**src/rtl/vga_rect_filler_pkg.sv**
```systemverilog
// Shared constants for the VRAM rectangle filler: framebuffer geometry,
// bus write-enable codes, FSM state encodings and the row-base helper.
package vga_rect_filler_pkg;

  localparam int H_ACTIVE = 640;
  localparam int V_ACTIVE = 480;

  localparam logic [2:0] WE_PIXEL = 3'b010;
  localparam logic [2:0] WE_NONE  = 3'b000;

  localparam logic [2:0] ST_IDLE  = 3'd0;
  localparam logic [2:0] ST_SETUP = 3'd1;
  localparam logic [2:0] ST_WRITE = 3'd2;
  localparam logic [2:0] ST_RD    = 3'd3;
  localparam logic [2:0] ST_WR    = 3'd4;
  localparam logic [2:0] ST_DONE  = 3'd5;

  // y*640 + x built from shifts so no multiplier is inferred.
  function automatic logic [18:0] row_base(input logic [8:0] y, input logic [9:0] x);
    logic [18:0] yw;
    yw = {10'd0, y};
    return (yw << 9) + (yw << 7) + {9'd0, x};
  endfunction

endpackage

```
**src/rtl/vga_rect_filler_walker.sv**
```systemverilog
// Pixel walker for the rectangle filler: column/row counters, row-base
// accumulator and last-pixel flag. load and advance may coincide, in which
// case the walker loads the rectangle origin and steps past it in one cycle.
module vga_fill_walker
  import vga_rect_filler_pkg::*;
(
  input  logic        clk,
  input  logic        rst,
  input  logic        load_i,
  input  logic        advance_i,
  input  logic [9:0]  cw_i,
  input  logic [8:0]  ch_i,
  input  logic [18:0] base_i,
  output logic [18:0] pix_addr_o,
  output logic        last_o
);

  logic [9:0]  col_q, col_d, cw_q, cur_cw, cur_col;
  logic [8:0]  row_q, row_d, ch_q, cur_ch, cur_row;
  logic [18:0] base_q, base_d, cur_base;

  // Current position is the freshly loaded origin on a load cycle, else the stored one.
  always_comb begin
    cur_col  = load_i ? 10'd0  : col_q;
    cur_row  = load_i ? 9'd0   : row_q;
    cur_base = load_i ? base_i : base_q;
    cur_cw   = load_i ? cw_i   : cw_q;
    cur_ch   = load_i ? ch_i   : ch_q;
    col_d    = cur_col;
    row_d    = cur_row;
    base_d   = cur_base;
    if (advance_i) begin
      if (cur_col == cur_cw - 10'd1) begin
        col_d  = 10'd0;
        row_d  = cur_row + 9'd1;
        base_d = cur_base + 19'(H_ACTIVE);
      end else begin
        col_d  = cur_col + 10'd1;
      end
    end
  end

  assign pix_addr_o = cur_base + {9'd0, cur_col};
  assign last_o     = (cur_col == cur_cw - 10'd1) && (cur_row == cur_ch - 9'd1);

  // Position registers update only when loaded or stepped.
  always_ff @(posedge clk or posedge rst) begin
    if (rst) begin
      col_q  <= '0;
      row_q  <= '0;
      base_q <= '0;
      cw_q   <= '0;
      ch_q   <= '0;
    end else if (load_i || advance_i) begin
      col_q  <= col_d;
      row_q  <= row_d;
      base_q <= base_d;
      cw_q   <= cur_cw;
      ch_q   <= cur_ch;
    end
  end

endmodule

```
**src/rtl/vga_rect_filler.sv**
```systemverilog
// VRAM rectangle filler: bus initiator that writes a clipped rectangle of a
// constant colour into the 640x480 framebuffer, one pixel per granted cycle.
// Optional macro VGA_FILL_XOR_EN adds a read-modify-write XOR fill mode.
// Bus outputs are registered: the grant seen in a cycle decides the access
// presented in the following cycle.
module vga_rect_filler
  import vga_rect_filler_pkg::*;
#(
  parameter int XLEN = 32
) (
  input  logic            clk,
  input  logic            rst,
  input  logic            start,
  input  logic [9:0]      x0,
  input  logic [8:0]      y0,
  input  logic [9:0]      width,
  input  logic [8:0]      height,
  input  logic [11:0]     color,
  input  logic            xor_mode,
  output logic            busy,
  output logic            done,
  output logic            bus_req,
  input  logic            bus_gnt,
  output logic            sel,
  output logic [18:0]     addr,
  output logic [2:0]      we,
  output logic [XLEN-1:0] qout,
  input  logic [XLEN-1:0] qin
);

  logic [2:0]      state_q, state_d;
  logic [9:0]      x0_q, x0_d, w_q, w_d;
  logic [8:0]      y0_q, y0_d, h_q, h_d;
  logic [11:0]     color_q, color_d;
  logic            busy_q, busy_d, done_q, done_d, req_q, req_d, sel_q, sel_d;
  logic            all_q, all_d;
  logic [18:0]     addr_q, addr_d;
  logic [2:0]      we_q, we_d;
  logic [XLEN-1:0] qout_q, qout_d, color_ext;
`ifdef VGA_FILL_XOR_EN
  logic            xor_q, xor_d;
`endif

  logic [10:0] room_x;
  logic [9:0]  room_y, clip_w;
  logic [8:0]  clip_h;
  logic        empty;
  logic [18:0] base_w, walk_addr;
  logic        walk_load, walk_adv, walk_last;
  logic        unused_in;

  assign unused_in = ^{xor_mode, qin};
  assign color_ext = {{(XLEN-12){1'b0}}, color_q};

  // Clip the latched command against the framebuffer edges.
  always_comb begin
    room_x = 11'd640 - {1'b0, x0_q};
    room_y = 10'd480 - {1'b0, y0_q};
    clip_w = ({1'b0, w_q} > room_x) ? room_x[9:0] : w_q;
    clip_h = ({1'b0, h_q} > room_y) ? room_y[8:0] : h_q;
    empty  = (x0_q >= 10'd640) || (y0_q >= 9'd480) || (clip_w == 10'd0) || (clip_h == 9'd0);
    base_w = row_base(y0_q, x0_q);
  end

  vga_fill_walker u_walker (
    .clk        (clk),
    .rst        (rst),
    .load_i     (walk_load),
    .advance_i  (walk_adv),
    .cw_i       (clip_w),
    .ch_i       (clip_h),
    .base_i     (base_w),
    .pix_addr_o (walk_addr),
    .last_o     (walk_last)
  );

  // Command FSM and next-cycle bus access selection.
  always_comb begin
    state_d   = state_q;
    x0_d      = x0_q;
    y0_d      = y0_q;
    w_d       = w_q;
    h_d       = h_q;
    color_d   = color_q;
`ifdef VGA_FILL_XOR_EN
    xor_d     = xor_q;
`endif
    busy_d    = busy_q;
    done_d    = 1'b0;
    req_d     = req_q;
    sel_d     = 1'b0;
    we_d      = WE_NONE;
    addr_d    = addr_q;
    qout_d    = qout_q;
    all_d     = all_q;
    walk_load = 1'b0;
    walk_adv  = 1'b0;
    case (state_q)
      ST_IDLE: begin
        if (start) begin
          x0_d    = x0;
          y0_d    = y0;
          w_d     = width;
          h_d     = height;
          color_d = color;
`ifdef VGA_FILL_XOR_EN
          xor_d   = xor_mode;
`endif
          busy_d  = 1'b1;
          req_d   = 1'b1;
          state_d = ST_SETUP;
        end
      end
      ST_SETUP: begin
        all_d = 1'b0;
        if (empty) begin
          state_d = ST_DONE;
          done_d  = 1'b1;
          busy_d  = 1'b0;
          req_d   = 1'b0;
        end else begin
          walk_load = 1'b1;
          state_d   = ST_WRITE;
`ifdef VGA_FILL_XOR_EN
          if (xor_q) begin
            state_d = ST_RD;
            if (bus_gnt) begin
              sel_d  = 1'b1;
              addr_d = walk_addr;
            end
          end else
`endif
          if (bus_gnt) begin
            sel_d    = 1'b1;
            we_d     = WE_PIXEL;
            addr_d   = walk_addr;
            qout_d   = color_ext;
            walk_adv = 1'b1;
            all_d    = walk_last;
          end
        end
      end
      ST_WRITE: begin
        if (all_q) begin
          state_d = ST_DONE;
          done_d  = 1'b1;
          busy_d  = 1'b0;
          req_d   = 1'b0;
        end else if (bus_gnt) begin
          sel_d    = 1'b1;
          we_d     = WE_PIXEL;
          addr_d   = walk_addr;
          qout_d   = color_ext;
          walk_adv = 1'b1;
          all_d    = walk_last;
        end
      end
`ifdef VGA_FILL_XOR_EN
      ST_RD: begin
        if (sel_q && bus_gnt) begin
          sel_d    = 1'b1;
          we_d     = WE_PIXEL;
          walk_adv = 1'b1;
          all_d    = walk_last;
          state_d  = ST_WR;
        end else if (!sel_q && bus_gnt) begin
          sel_d  = 1'b1;
          addr_d = walk_addr;
        end
      end
      ST_WR: begin
        if (all_q) begin
          state_d = ST_DONE;
          done_d  = 1'b1;
          busy_d  = 1'b0;
          req_d   = 1'b0;
        end else begin
          state_d = ST_RD;
          if (bus_gnt) begin
            sel_d  = 1'b1;
            addr_d = walk_addr;
          end
        end
      end
`endif
      ST_DONE: begin
        state_d = ST_IDLE;
        busy_d  = 1'b0;
      end
      default: state_d = ST_IDLE;
    endcase
  end

  // State, command latches and registered bus outputs.
  always_ff @(posedge clk or posedge rst) begin
    if (rst) begin
      state_q <= ST_IDLE;
      x0_q    <= '0;
      y0_q    <= '0;
      w_q     <= '0;
      h_q     <= '0;
      color_q <= '0;
`ifdef VGA_FILL_XOR_EN
      xor_q   <= 1'b0;
`endif
      busy_q  <= 1'b0;
      done_q  <= 1'b0;
      req_q   <= 1'b0;
      sel_q   <= 1'b0;
      we_q    <= WE_NONE;
      addr_q  <= '0;
      qout_q  <= '0;
      all_q   <= 1'b0;
    end else begin
      state_q <= state_d;
      x0_q    <= x0_d;
      y0_q    <= y0_d;
      w_q     <= w_d;
      h_q     <= h_d;
      color_q <= color_d;
`ifdef VGA_FILL_XOR_EN
      xor_q   <= xor_d;
`endif
      busy_q  <= busy_d;
      done_q  <= done_d;
      req_q   <= req_d;
      sel_q   <= sel_d;
      we_q    <= we_d;
      addr_q  <= addr_d;
      qout_q  <= qout_d;
      all_q   <= all_d;
    end
  end

  assign busy    = busy_q;
  assign done    = done_q;
  assign bus_req = req_q;
  assign sel     = sel_q;
  assign we      = we_q;
  assign addr    = addr_q;
`ifdef VGA_FILL_XOR_EN
  assign qout = (state_q == ST_WR) ? {{(XLEN-12){1'b0}}, qin[11:0] ^ color_q} : qout_q;
`else
  assign qout = qout_q;
`endif

endmodule
```
**config.mk**
```make
export PLATFORM = sky130hd
export DESIGN_NAME = vga_rect_filler
export DESIGN_NICKNAME = d
export VERILOG_FILES = /design/src/rtl/vga_rect_filler_pkg.sv /design/src/rtl/vga_rect_filler_walker.sv /design/src/rtl/vga_rect_filler.sv
export SDC_FILE = /design/constraint.sdc
export NUM_CORES = 1
export LEC_CHECK = 0
export ABC_CLOCK_PERIOD_IN_PS = 8650
export CORE_MARGIN = 4
export CORE_UTILIZATION = 35
export DETAILED_ROUTE_END_ITERATION = 6
export GPL_TIMING_DRIVEN = 0
export SLEW_MARGIN = 20
export SYNTH_ARGS = -nofsm -noshare
export SYNTH_HDL_FRONTEND = slang
export SYNTH_SLANG_ARGS = --single-unit
```
**constraint.sdc**
```tcl
create_clock -name clk -period 8.65 [get_ports clk]
set_clock_uncertainty 0.2 [all_clocks]
set_input_delay 1.73 -clock clk [delete_from_list [all_inputs] [get_ports clk]]
set_output_delay 1.73 -clock clk [all_outputs]
set_load 0.01 [all_outputs]
```
==> results.cfg <==
[clocking]
cts.sinks = 146
cts_root_buf = clkbuf_16
clkLatencyLatePin_ns = 0.43
cts_buffer_depth = 2
cts_tree = yes
numCtsBuffers = 17
ctsHtreeMaxLevel = 4
clk_pin_slew_ns = 0.06

[hold_path]
hold_path_end = qout[5]
hold_class = reg -> reg
min_from = color_q[5]
hold_depth = 2

[logic_synthesis]
synthTopCellsByArea = dfrtp_1 (38%), ha_1 (6.9%), nand2_1 (5.8%)
yosysTopAreaCell = dfrtp_1
synth_most_common_cell = nand2_1
synth-seq-area-share = 0.378
synth_cell_types = 79
syn_area_per_cell_um2 = 9.00
synthesis.area_mm2 = 0.00967
yosys_warnings = 0
synth.top_cells.by_count = nand2_1 (149), dfrtp_1 (146), nor2_1 (74), o21ai_0 (64)
async_flop_share = 1.00
synth-seq-cells = 146
syn_inst = 1074
ys.flop_type = dfrtp_1
netlist.area_leader.share = 0.378
synth-edff-count = 0

[setup_path]
worst_setup_path_start_kind = register
reg2reg_slack_ns = 0.76
reg2regPathDepth = 32
worst_ep_arrival_time_ns = 7.97
worstReg2RegEnd = u_walker.row_q[6]
critical_path.max_fanout = 10
critical_path_class = reg -> reg
cp.required_ns = 8.73
cp_slowest_cell = dfrtp_1
slowest_delay_ns = 0.48
r2r-start = x0_q[0]
cp_common_cell = ha_1
endpoint_kind = register

[floorplanning]
coreArea_mm2 = 0.0271
pin_count = 145
die_area_mm2 = 0.0304
die_h_um = 174
initial_utilization = 0.357
rows = 60
die_w_um = 174

[placement]
port_buffers = 89
place_congestion = 0.912
place_inst = 1557
placed_cell_area_mm2 = 0.0111
hpwl_mm = 19.7

[detailed_routing]
dr.pass1.iters = 5
drt_iter0_drc = 534
vias_per_cell = 5.08
drc_errors = 0
wl_mm = 26.3
wl_per_cell_um = 16.5
vias = 8099
postRouteAntennaNets = 0

[power_and_ir_drop]
p_leak_nw = 5.19
pwr-share-clk = 0.134
peakVddDrop_mv = 0.131
switchingPower_mw = 2.39
power.total_mw = 5.08
comb_power_share = 0.613
p_int_mw = 2.69
seq_power_share = 0.253
power.switching_fraction = 0.471
powerDensity_mw_per_mm2 = 434

[grt]
grt_pass1_vias = 7871
antenna_found_initial = 0
grt_pass1_wl_mm = 42.4
grtUsageTotal = 0.174
grt_max_degree = 89
grt_overflow = 0

[job]
max_cap_viol_count = 0

[layout]
final_cells = 1593
nFillCells = 2740
syn_to_final_growth_pct = 21.2
layout-drive-gt1-share = 0.119
final_cell_area_mm2 = 0.0117
diodes = 0
nNetsFinal = 1352

[timing]
drv_slew = 0
slew_headroom = 0.371
hold_violations = 0
period_share = 0.912
timing.fmax_ghz = 0.127
rsz0062_at_grt = no
tightest_slew_ns = 0.936
setup_viol = 0
min_period_ns = 7.89

[status]
outcome = finished, final reports clean
## worst max path at each step
stage               cells past startpoint                 to  slack [ns]     from
global route                           33           addr[18]        0.08  x0_q[0]
CTS                                    32  u_walker.row_q[6]        0.19  x0_q[0]
finish                                 32  u_walker.row_q[6]        0.76  x0_q[0]
global placement                       30  u_walker.row_q[6]       -0.27  x0_q[0]
detailed placement                     30  u_walker.row_q[6]       -0.31  x0_q[0]
floorplan                              31  u_walker.row_q[6]        1.91  x0_q[0]
## registers in the layout, summed over array words and instances, names as in the netlist, 3 cells and up
name,count
addr,19
color_q,12
h_q,9
qout,12
state_q,3
u_walker.base_q,19
u_walker.ch_q,9
u_walker.col_q,10
u_walker.cw_q,10
u_walker.row_q,9
w_q,10
x0_q,10
y0_q,9
## cells by family after synthesis
| logic type | synth area share |
|---|---|
| other | 0.000388 |
| buffers and inverters | 0.0612 |
| xor gates and xnor gates | 0.0778 |
| and+or+nand+nor | 0.196 |
| AOI/OAI and AO/OA | 0.138 |
| adders and majority gates | 0.0748 |
| DFF | 0.378 |
| muxes | 0.0749 |
## metal layers
| layer | share of wire | track usage | up-vias |
|---|---|---|---|
| li1 | - | - | 3973 |
| met1 | 0.48 | 0.246 | 3882 |
| met5 | 0 | 0 | - |
| met2 | 0.45 | 0.270 | 210 |
| met4 | 0.021 | 0.0584 | 0 |
| met3 | 0.052 | 0.0287 | 34 |
## per-stage QoR
step / hold slack, ns / setup TNS (ns) / utilization / setup slack (ns)
floorplan: 0.235 / 0 / - / 1.91
global placement: 0.245 / -3.34 / 0.410 / -0.266
detailed placement: 0.252 / -4.02 / 0.411 / -0.307
CTS: 0.271 / 0 / 0.431 / 0.192
global route: 0.289 / 0 / 0.433 / 0.0784
finish: 0.264 / 0 / 0.433 / 0.758
## cell type report
| type | count | area, µm² | area share |
|---|---|---|---|
| clock buffer | 18 | 439 | 0.0375 |
| buffer | 70 | 385 | 0.0329 |
| timing repair buffer | 95 | 956 | 0.0815 |
| tap | 372 | 465 | 0.0397 |
| clock inverter | 13 | 87.6 | 0.00747 |
| multi-input combinational | 823 | 5520 | 0.471 |
| sequential | 146 | 3650 | 0.312 |
| inverter | 56 | 218 | 0.0186 |
## power by group through the flow
stage          clock network [mW]  logic (mW)  registers [mW]
2_1_floorplan                   0        2.25            1.23
3_3_place_gp                    0        3.04            1.29
3_5_place_dp                    0        3.08            1.29
4_1_cts                     0.699        3.11            1.29
5_1_grt                     0.732        3.50            1.33
6_report                    0.683        3.11            1.29
## critical path: cells and delay by family (launching register included)
| family | cells | cell delay [ns] |
|---|---|---|
| AOI/OAI and AO/OA | 11 | 2.19 |
| xor gates and xnor gates | 1 | 0.17 |
| adders and majority gates | 3 | 0.69 |
| buffers and inverters | 7 | 1.71 |
| DFF | 1 | 0.48 |
| and+or+nand+nor | 10 | 2.29 |
## cells in the final DEF (no fill, tap or decap), types with 17 or more instances in the layout
| cell | n |
|---|---|
| nand2_1 | 149 |
| o21ai_0 | 64 |
| dfrtp_1 | 146 |
| xnor2_1 | 54 |
| clkbuf_16 | 17 |
| clkbuf_1 | 29 |
| nand3_1 | 22 |
| nor3_1 | 30 |
| ha_1 | 53 |
| a21oi_1 | 52 |
| clkdlybuf4s50_1 | 89 |
| buf_4 | 30 |
| inv_1 | 54 |
| nor2_1 | 74 |
| conb_1 | 22 |
| xor2_1 | 29 |
| mux2_2 | 47 |
## timing repair
| item | in CTS | in global routing |
|---|---|---|
| gates resized for setup | 3 | 4 |
| endpoints found under the setup margin | 28 | 32 |
| hold buffers | 0 | 0 |
| pin swaps | 0 | 3 |
| buffers inserted | 0 | 5 |
No activity file was read; power rests on OpenSTA's default activity.
